**src/rtl/skinny_rc_sequencer_if.sv**
```systemverilog
// Start/advance handshake and constant batch bus between the round-constant
// sequencer (slave) and the unrolled round function that consumes it (master).
interface skinny_rc_sequencer_if #(
  parameter int unsigned RNDS_PER_CLK = 4
);
  logic                        start;
  logic                        dec;
  logic                        adv;
  logic [6*RNDS_PER_CLK-1:0]   constant;
  logic [5:0]                  batch_idx;
  logic                        valid;
  logic                        last;
  logic                        done;

  modport master (
    output start, dec, adv,
    input  constant, batch_idx, valid, last, done
  );

  modport slave (
    input  start, dec, adv,
    output constant, batch_idx, valid, last, done
  );
endinterface

```
**src/rtl/skinny_rc_sequencer.sv**
```systemverilog
// SKINNY round-constant sequencer: 6-bit LFSR seed emits RNDS_PER_CLK constants
// per batch, forward (encrypt) or reverse (decrypt) order.
module skinny_rc_sequencer #(
  parameter int unsigned RNDS_PER_CLK = 4,
  parameter int unsigned NUM_RNDS     = 40
) (
  input  logic                   clk,
  input  logic                   rst,
  skinny_rc_sequencer_if.slave   bus
);
  localparam int unsigned LANE_W  = 6;
  localparam int unsigned IDX_W   = 6;
  localparam int unsigned CONST_W = LANE_W * RNDS_PER_CLK;
  localparam int unsigned BATCHES = NUM_RNDS / RNDS_PER_CLK;

  function automatic logic [LANE_W-1:0] lfsr_fwd(input logic [LANE_W-1:0] x);
    return {x[4:0], x[5] ^ x[4] ^ 1'b1};
  endfunction

  function automatic logic [LANE_W-1:0] lfsr_inv(input logic [LANE_W-1:0] x);
    return {x[0] ^ x[5] ^ 1'b1, x[5:1]};
  endfunction

  function automatic logic [LANE_W-1:0] fwd_pow(input logic [LANE_W-1:0] x,
                                                input int unsigned n);
    logic [LANE_W-1:0] y;
    y = x;
    for (int unsigned i = 0; i < n; i++) y = lfsr_fwd(y);
    return y;
  endfunction

  function automatic logic [LANE_W-1:0] inv_pow(input logic [LANE_W-1:0] x,
                                                input int unsigned n);
    logic [LANE_W-1:0] y;
    y = x;
    for (int unsigned i = 0; i < n; i++) y = lfsr_inv(y);
    return y;
  endfunction

  // Constant of the final round; seeds batch 0 of a reverse sequence.
  localparam logic [LANE_W-1:0] RC_LAST  = fwd_pow(LANE_W'(0), NUM_RNDS);
  localparam logic [IDX_W-1:0]  LAST_IDX = IDX_W'(BATCHES - 1);

  if (RNDS_PER_CLK == 0 || RNDS_PER_CLK > NUM_RNDS) begin : g_bad_rpc
    $error("RNDS_PER_CLK must be in 1..NUM_RNDS");
  end
  if ((NUM_RNDS % RNDS_PER_CLK) != 0) begin : g_bad_div
    $error("NUM_RNDS must be a multiple of RNDS_PER_CLK");
  end
  if (BATCHES > (1 << IDX_W)) begin : g_bad_batches
    $error("batch count exceeds batch_idx range");
  end

  typedef enum logic {
    S_IDLE,
    S_RUN
  } state_e;

  state_e             state_q, state_d;
  logic [LANE_W-1:0]  seed_q, seed_d;
  logic [IDX_W-1:0]   batch_q, batch_d;
  logic               dir_q, dir_d;
  logic               done_q, done_d;

  logic               valid;
  logic               is_last;
  logic [LANE_W-1:0]  seed_step;
  logic [CONST_W-1:0] lanes;

  assign valid   = (state_q == S_RUN);
  assign is_last = valid && (batch_q == LAST_IDX);

  // Lane values are pure functions of the seed; nothing per-round is stored.
  always_comb begin
    lanes = '0;
    for (int unsigned j = 0; j < RNDS_PER_CLK; j++) begin
      lanes[LANE_W*j +: LANE_W] = dir_q ? inv_pow(seed_q, j) : fwd_pow(seed_q, j + 1);
    end
    seed_step = dir_q ? inv_pow(seed_q, RNDS_PER_CLK) : fwd_pow(seed_q, RNDS_PER_CLK);
  end

  always_ff @(posedge clk) begin
    if (rst) begin
      state_q <= S_IDLE;
      seed_q  <= '0;
      batch_q <= '0;
      dir_q   <= 1'b0;
      done_q  <= 1'b0;
    end else begin
      state_q <= state_d;
      seed_q  <= seed_d;
      batch_q <= batch_d;
      dir_q   <= dir_d;
      done_q  <= done_d;
    end
  end

  // Start wins over advance; an aborted sequence never reports done.
  always_comb begin
    state_d = state_q;
    seed_d  = seed_q;
    batch_d = batch_q;
    dir_d   = dir_q;
    done_d  = 1'b0;
    if (bus.start) begin
      state_d = S_RUN;
      batch_d = '0;
      dir_d   = bus.dec;
      seed_d  = bus.dec ? RC_LAST : LANE_W'(0);
    end else if (bus.adv && valid) begin
      if (is_last) begin
        state_d = S_IDLE;
        done_d  = 1'b1;
        batch_d = '0;
        seed_d  = '0;
      end else begin
        batch_d = batch_q + IDX_W'(1);
        seed_d  = seed_step;
      end
    end
  end

  assign bus.constant  = valid ? lanes : '0;
  assign bus.batch_idx = batch_q;
  assign bus.valid     = valid;
  assign bus.last      = is_last;
  assign bus.done      = done_q;
endmodule

```
**src/flat_wrapper.sv**
```systemverilog
// flat-port wrapper written by rule: the top's interface ports become plain ports
module skinny_rc_sequencer_flat 
#(
  parameter int unsigned RNDS_PER_CLK = 4,
  parameter int unsigned NUM_RNDS     = 40
)
  (clk, rst, bus_start, bus_dec, bus_adv, bus_constant, bus_batch_idx, bus_valid, bus_last, bus_done);
  skinny_rc_sequencer_if #(.RNDS_PER_CLK(RNDS_PER_CLK)) bus_i ();
  input  logic clk;
  input  logic rst;
  input wire logic [$bits(bus_i.start)-1:0] bus_start;
  input wire logic [$bits(bus_i.dec)-1:0] bus_dec;
  input wire logic [$bits(bus_i.adv)-1:0] bus_adv;
  output wire logic [$bits(bus_i.constant)-1:0] bus_constant;
  output wire logic [$bits(bus_i.batch_idx)-1:0] bus_batch_idx;
  output wire logic [$bits(bus_i.valid)-1:0] bus_valid;
  output wire logic [$bits(bus_i.last)-1:0] bus_last;
  output wire logic [$bits(bus_i.done)-1:0] bus_done;
  assign bus_i.start = bus_start;
  assign bus_i.dec = bus_dec;
  assign bus_i.adv = bus_adv;
  assign bus_constant = bus_i.constant;
  assign bus_batch_idx = bus_i.batch_idx;
  assign bus_valid = bus_i.valid;
  assign bus_last = bus_i.last;
  assign bus_done = bus_i.done;
  skinny_rc_sequencer #(.RNDS_PER_CLK(RNDS_PER_CLK), .NUM_RNDS(NUM_RNDS)) u_core (.clk(clk), .rst(rst), .bus(bus_i));
endmodule
```
**config.mk**
```make
export PLATFORM = sky130hd
export DESIGN_NAME = skinny_rc_sequencer_flat
export DESIGN_NICKNAME = d
export VERILOG_FILES = /design/src/rtl/skinny_rc_sequencer_if.sv /design/src/rtl/skinny_rc_sequencer.sv /design/src/flat_wrapper.sv
export SDC_FILE = /design/constraint.sdc
export NUM_CORES = 1
export LEC_CHECK = 0
export BUFFER_PORTS_ARGS = -buffer_cell sky130_fd_sc_hd__buf_4
export CORE_MARGIN = 2
export CORE_UTILIZATION = 51
export DETAILED_ROUTE_END_ITERATION = 7
export PLACE_DENSITY_LB_ADDON = 0.25
export SKIP_CTS_REPAIR_TIMING = 1
export SLEW_MARGIN = 20
export SYNTH_ARGS = -nofsm -noshare
export SYNTH_HDL_FRONTEND = slang
export SYNTH_SLANG_ARGS = --single-unit
```
**constraint.sdc**
```tcl
create_clock -name clk -period 1.8 [get_ports clk]
set_input_delay 0.36 -clock clk [delete_from_list [all_inputs] [get_ports clk]]
set_output_delay 0.36 -clock clk [all_outputs]
set_load 0.05 [all_outputs]
```
==> run_results.csv <==
group,metric,value,unit
clock_network,clk_latency,0.31,ns
timing,fin_ws,-0.123,ns
clock_network,h-tree-depth,1,
global_route,track_usage,0.244,
run_status,violations,"setup timing",
hold_path,whs_path_depth,2,
timing,hold_viol,0,
worst_setup_path,r2r_slack,0.14,ns
job,cap_violations,0,
synthesis,synth-seq-cells,15,
timing,setup_viol,8,
timing,finalCritPeriodShare,1.07,
placed_design,port_buffers,37,
worst_setup_path,worstPathArrival,1.56,ns
synthesis,syn_avg_cell_area,7.59,um2
floorplan,die_h,54,um
worst_setup_path,reg2reg_from,"u_core.bus.batch_idx[1]",
global_route,grt_antenna_before_repair,0,
placed_design,gp_congestion,0.838,
detailed_routing,vias,1327,
worst_setup_path,r2r_end,"u_core.seed_q[4]",
global_route,grt_start_max_net_pins,28,
synthesis,yosysSeqAreaShare,0.236,
global_route,grt_overflow_total,0,
detailed_routing,antenna_left,0,
timing,rsz0062_at_grt,"true",
worst_setup_path,crit_required,1.44,ns
synthesis,yosys_warnings,0,
synthesis,synthesis.area,1270,um2
detailed_routing,drt-initial-drc-count,25,
global_route,grt_pass1_vias,1170,
timing,relSlewSlack,0.771,
worst_setup_path,path_class,"reg -> out",
detailed_routing,wl_per_cell,15.3,um
cells_and_area,area_growth_syn_to_layout,51.7,%
synthesis,synth_cell_types,37,
timing,period_minus_slack,1.92,ns
cells_and_area,finalNetCount,214,
power_and_ir_drop,leakage,0.000787,uW
clock_network,cts.clk_slew.worst_paths,0.09,ns
timing,fin_worst_skew,0.00383,ns
clock_network,cts-buffers-inserted,3,
cells_and_area,antenna_cells,0,
worst_setup_path,start_kind,"register",
cells_and_area,drive_gt1_frac,0.485,
timing,finalHoldWorstSlack,0.221,ns
detailed_routing,vias_per_cell,5.62,
power_and_ir_drop,irDropWorstVdd,0.609,mV
timing,fmax,520,MHz
floorplan,rows,18,
global_route,grt_pass1_wl,5190,um
cells_and_area,design_area,1930,um2
floorplan,coreArea,2430,um2
clock_network,cts.sinks,15,
synthesis,syn-instance-count,168,
worst_setup_path,critical_path.max_fanout,5,
power_and_ir_drop,power_density,520,nW/um2
cells_and_area,nFillCells,144,
placed_design,dp_hpwl,2390,um
worst_setup_path,cp-end-kind,"output pin",
power_and_ir_drop,finalPower,1010,uW
detailed_routing,wirelength,3600,um
floorplan,die_w,54,um
timing,drv_slew,0,
hold_path,hold_path_class,"in -> reg",
placed_design,placed_area,1710,um2
synthesis,synth_nets,175,
worst_setup_path,r2r_cells,7,
timing,tightest_slew,0.340,ns
floorplan,ios,38,
floorplan,die_area,2920,um2
clock_network,cts_tree,"done",
timing,finalSetupTns,-0.626,ns
hold_path,holdPathEnd,"u_core.dir_q",
clock_network,cts-root-buf,"clkbuf_4",
detailed_routing,dr.pass1.iters,4,
floorplan,start_util,0.524,
detailed_routing,drc_errors,0,
worst_setup_path,crit_start,"u_core.seed_q[2]",
run_status,status,"finished with violations",
clock_network,clk_path_buf_depth,2,
hold_path,min_from,"rst",
-- synth_stat cells (all sizes together) --
cell type,instances,area (um2)
o21bai,1,7.51
o31a,1,8.76
nand4bb,1,16.3
mux2i,3,30.0
dfxtp,15,300
a21oi,12,60.1
nor3,1,5.00
and2,11,68.8
o21a,4,30.0
nand4,3,18.8
nand3,2,10.0
inv,5,21.3
o211ai,1,7.51
xor2,9,86.3
nand2b,5,31.3
nor2b,2,12.5
nand2,18,67.6
buf,5,40.0
xnor2,5,43.8
a31oi,1,6.26
nor2,7,26.3
xnor3,2,45.0
or4,1,7.51
a211oi,3,22.5
clkbuf,13,48.8
and3,1,6.26
or2,2,12.5
o311a,1,10.0
o21ai,10,50.1
ha,2,25.0
or3,7,43.8
a21boi,14,105
-- final cells by class --
class	instances	area [um2]	area share
multi-input cells	130	1040	0.537
repair buffers	52	478	0.247
flip-flops and latches	15	330	0.171
well taps	30	37.5	0.0194
clock buffers	4	26.3	0.0136
inverters	5	23.8	0.0123
-- worst max-delay path, cell delays in order, from the launching register on --
cell,delay (ns)
dfxtp_4,0.38
xnor3_1,0.38
nand2_1,0.08
xnor2_1,0.11
and2_1,0.16
buf_6,0.16
-- flip-flops by register name (all words and copies together) (netlist names) --
signal                flops
u_core.bus.batch_idx      6
u_core.seed_q             6
u_core.bus.done           1
u_core.bus.valid          1
u_core.dir_q              1
-- logic make-up after synthesis --
kind of cell,Yosys count,synth area share
AND/OR/NAND/NOR,61,0.256
AO/OA/AOI/OAI,48,0.241
buffers and inverters,23,0.0864
XOR/XNOR,16,0.137
flip-flops,15,0.236
multiplexers,3,0.0236
adder cells (fa/ha/maj),2,0.0196
-- power by group --
group / total (uW) / switching, uW / internal, uW
Clock: 206 / 119 / 86.8
Combinational: 436 / 252 / 184
Sequential: 363 / 24.3 / 339
-- routing by layer --
metal / vias up / wire, um / track usage
li1: 650 / - / -
met2: 45 / 1860 / 0.435
met5: - / 0 / 0
met1: 619 / 1460 / 0.283
met4: 0 / 108 / 0.113
met3: 13 / 165 / 0.0389
-- layout by cell type (no fill, tap or decap), drive strengths merged, types with 7 or more instances in the layout --
cell type / n
nor2: 7
or3: 7
a21boi: 14
o21ai: 10
dfxtp: 15
a21oi: 12
and2: 11
buf: 52
xor2: 9
nand2: 18
-- stage by stage --
step | setup WS (ns) | utilization | cells
after floorplan | -0.0693 | - | 168
after global placement | 0.114 | 0.704 | 227
after detailed placement | 0.0999 | 0.704 | 227
after CTS | -0.235 | 0.715 | 231
after global routing | -0.177 | 0.795 | 236
final | -0.123 | 0.795 | 236
-- how the worst max path moves through the flow --
stage | end | slack (ns) | depth (start not counted)
detailed placement | bus_constant[17] | 0.1 | 6
global route | bus_constant[23] | -0.18 | 5
floorplan | bus_constant[10] | -0.07 | 3
finish | bus_constant[23] | -0.12 | 5
CTS | bus_constant[17] | -0.24 | 6
global placement | bus_constant[17] | 0.11 | 6
No activity file was read; power rests on OpenSTA's default activity.
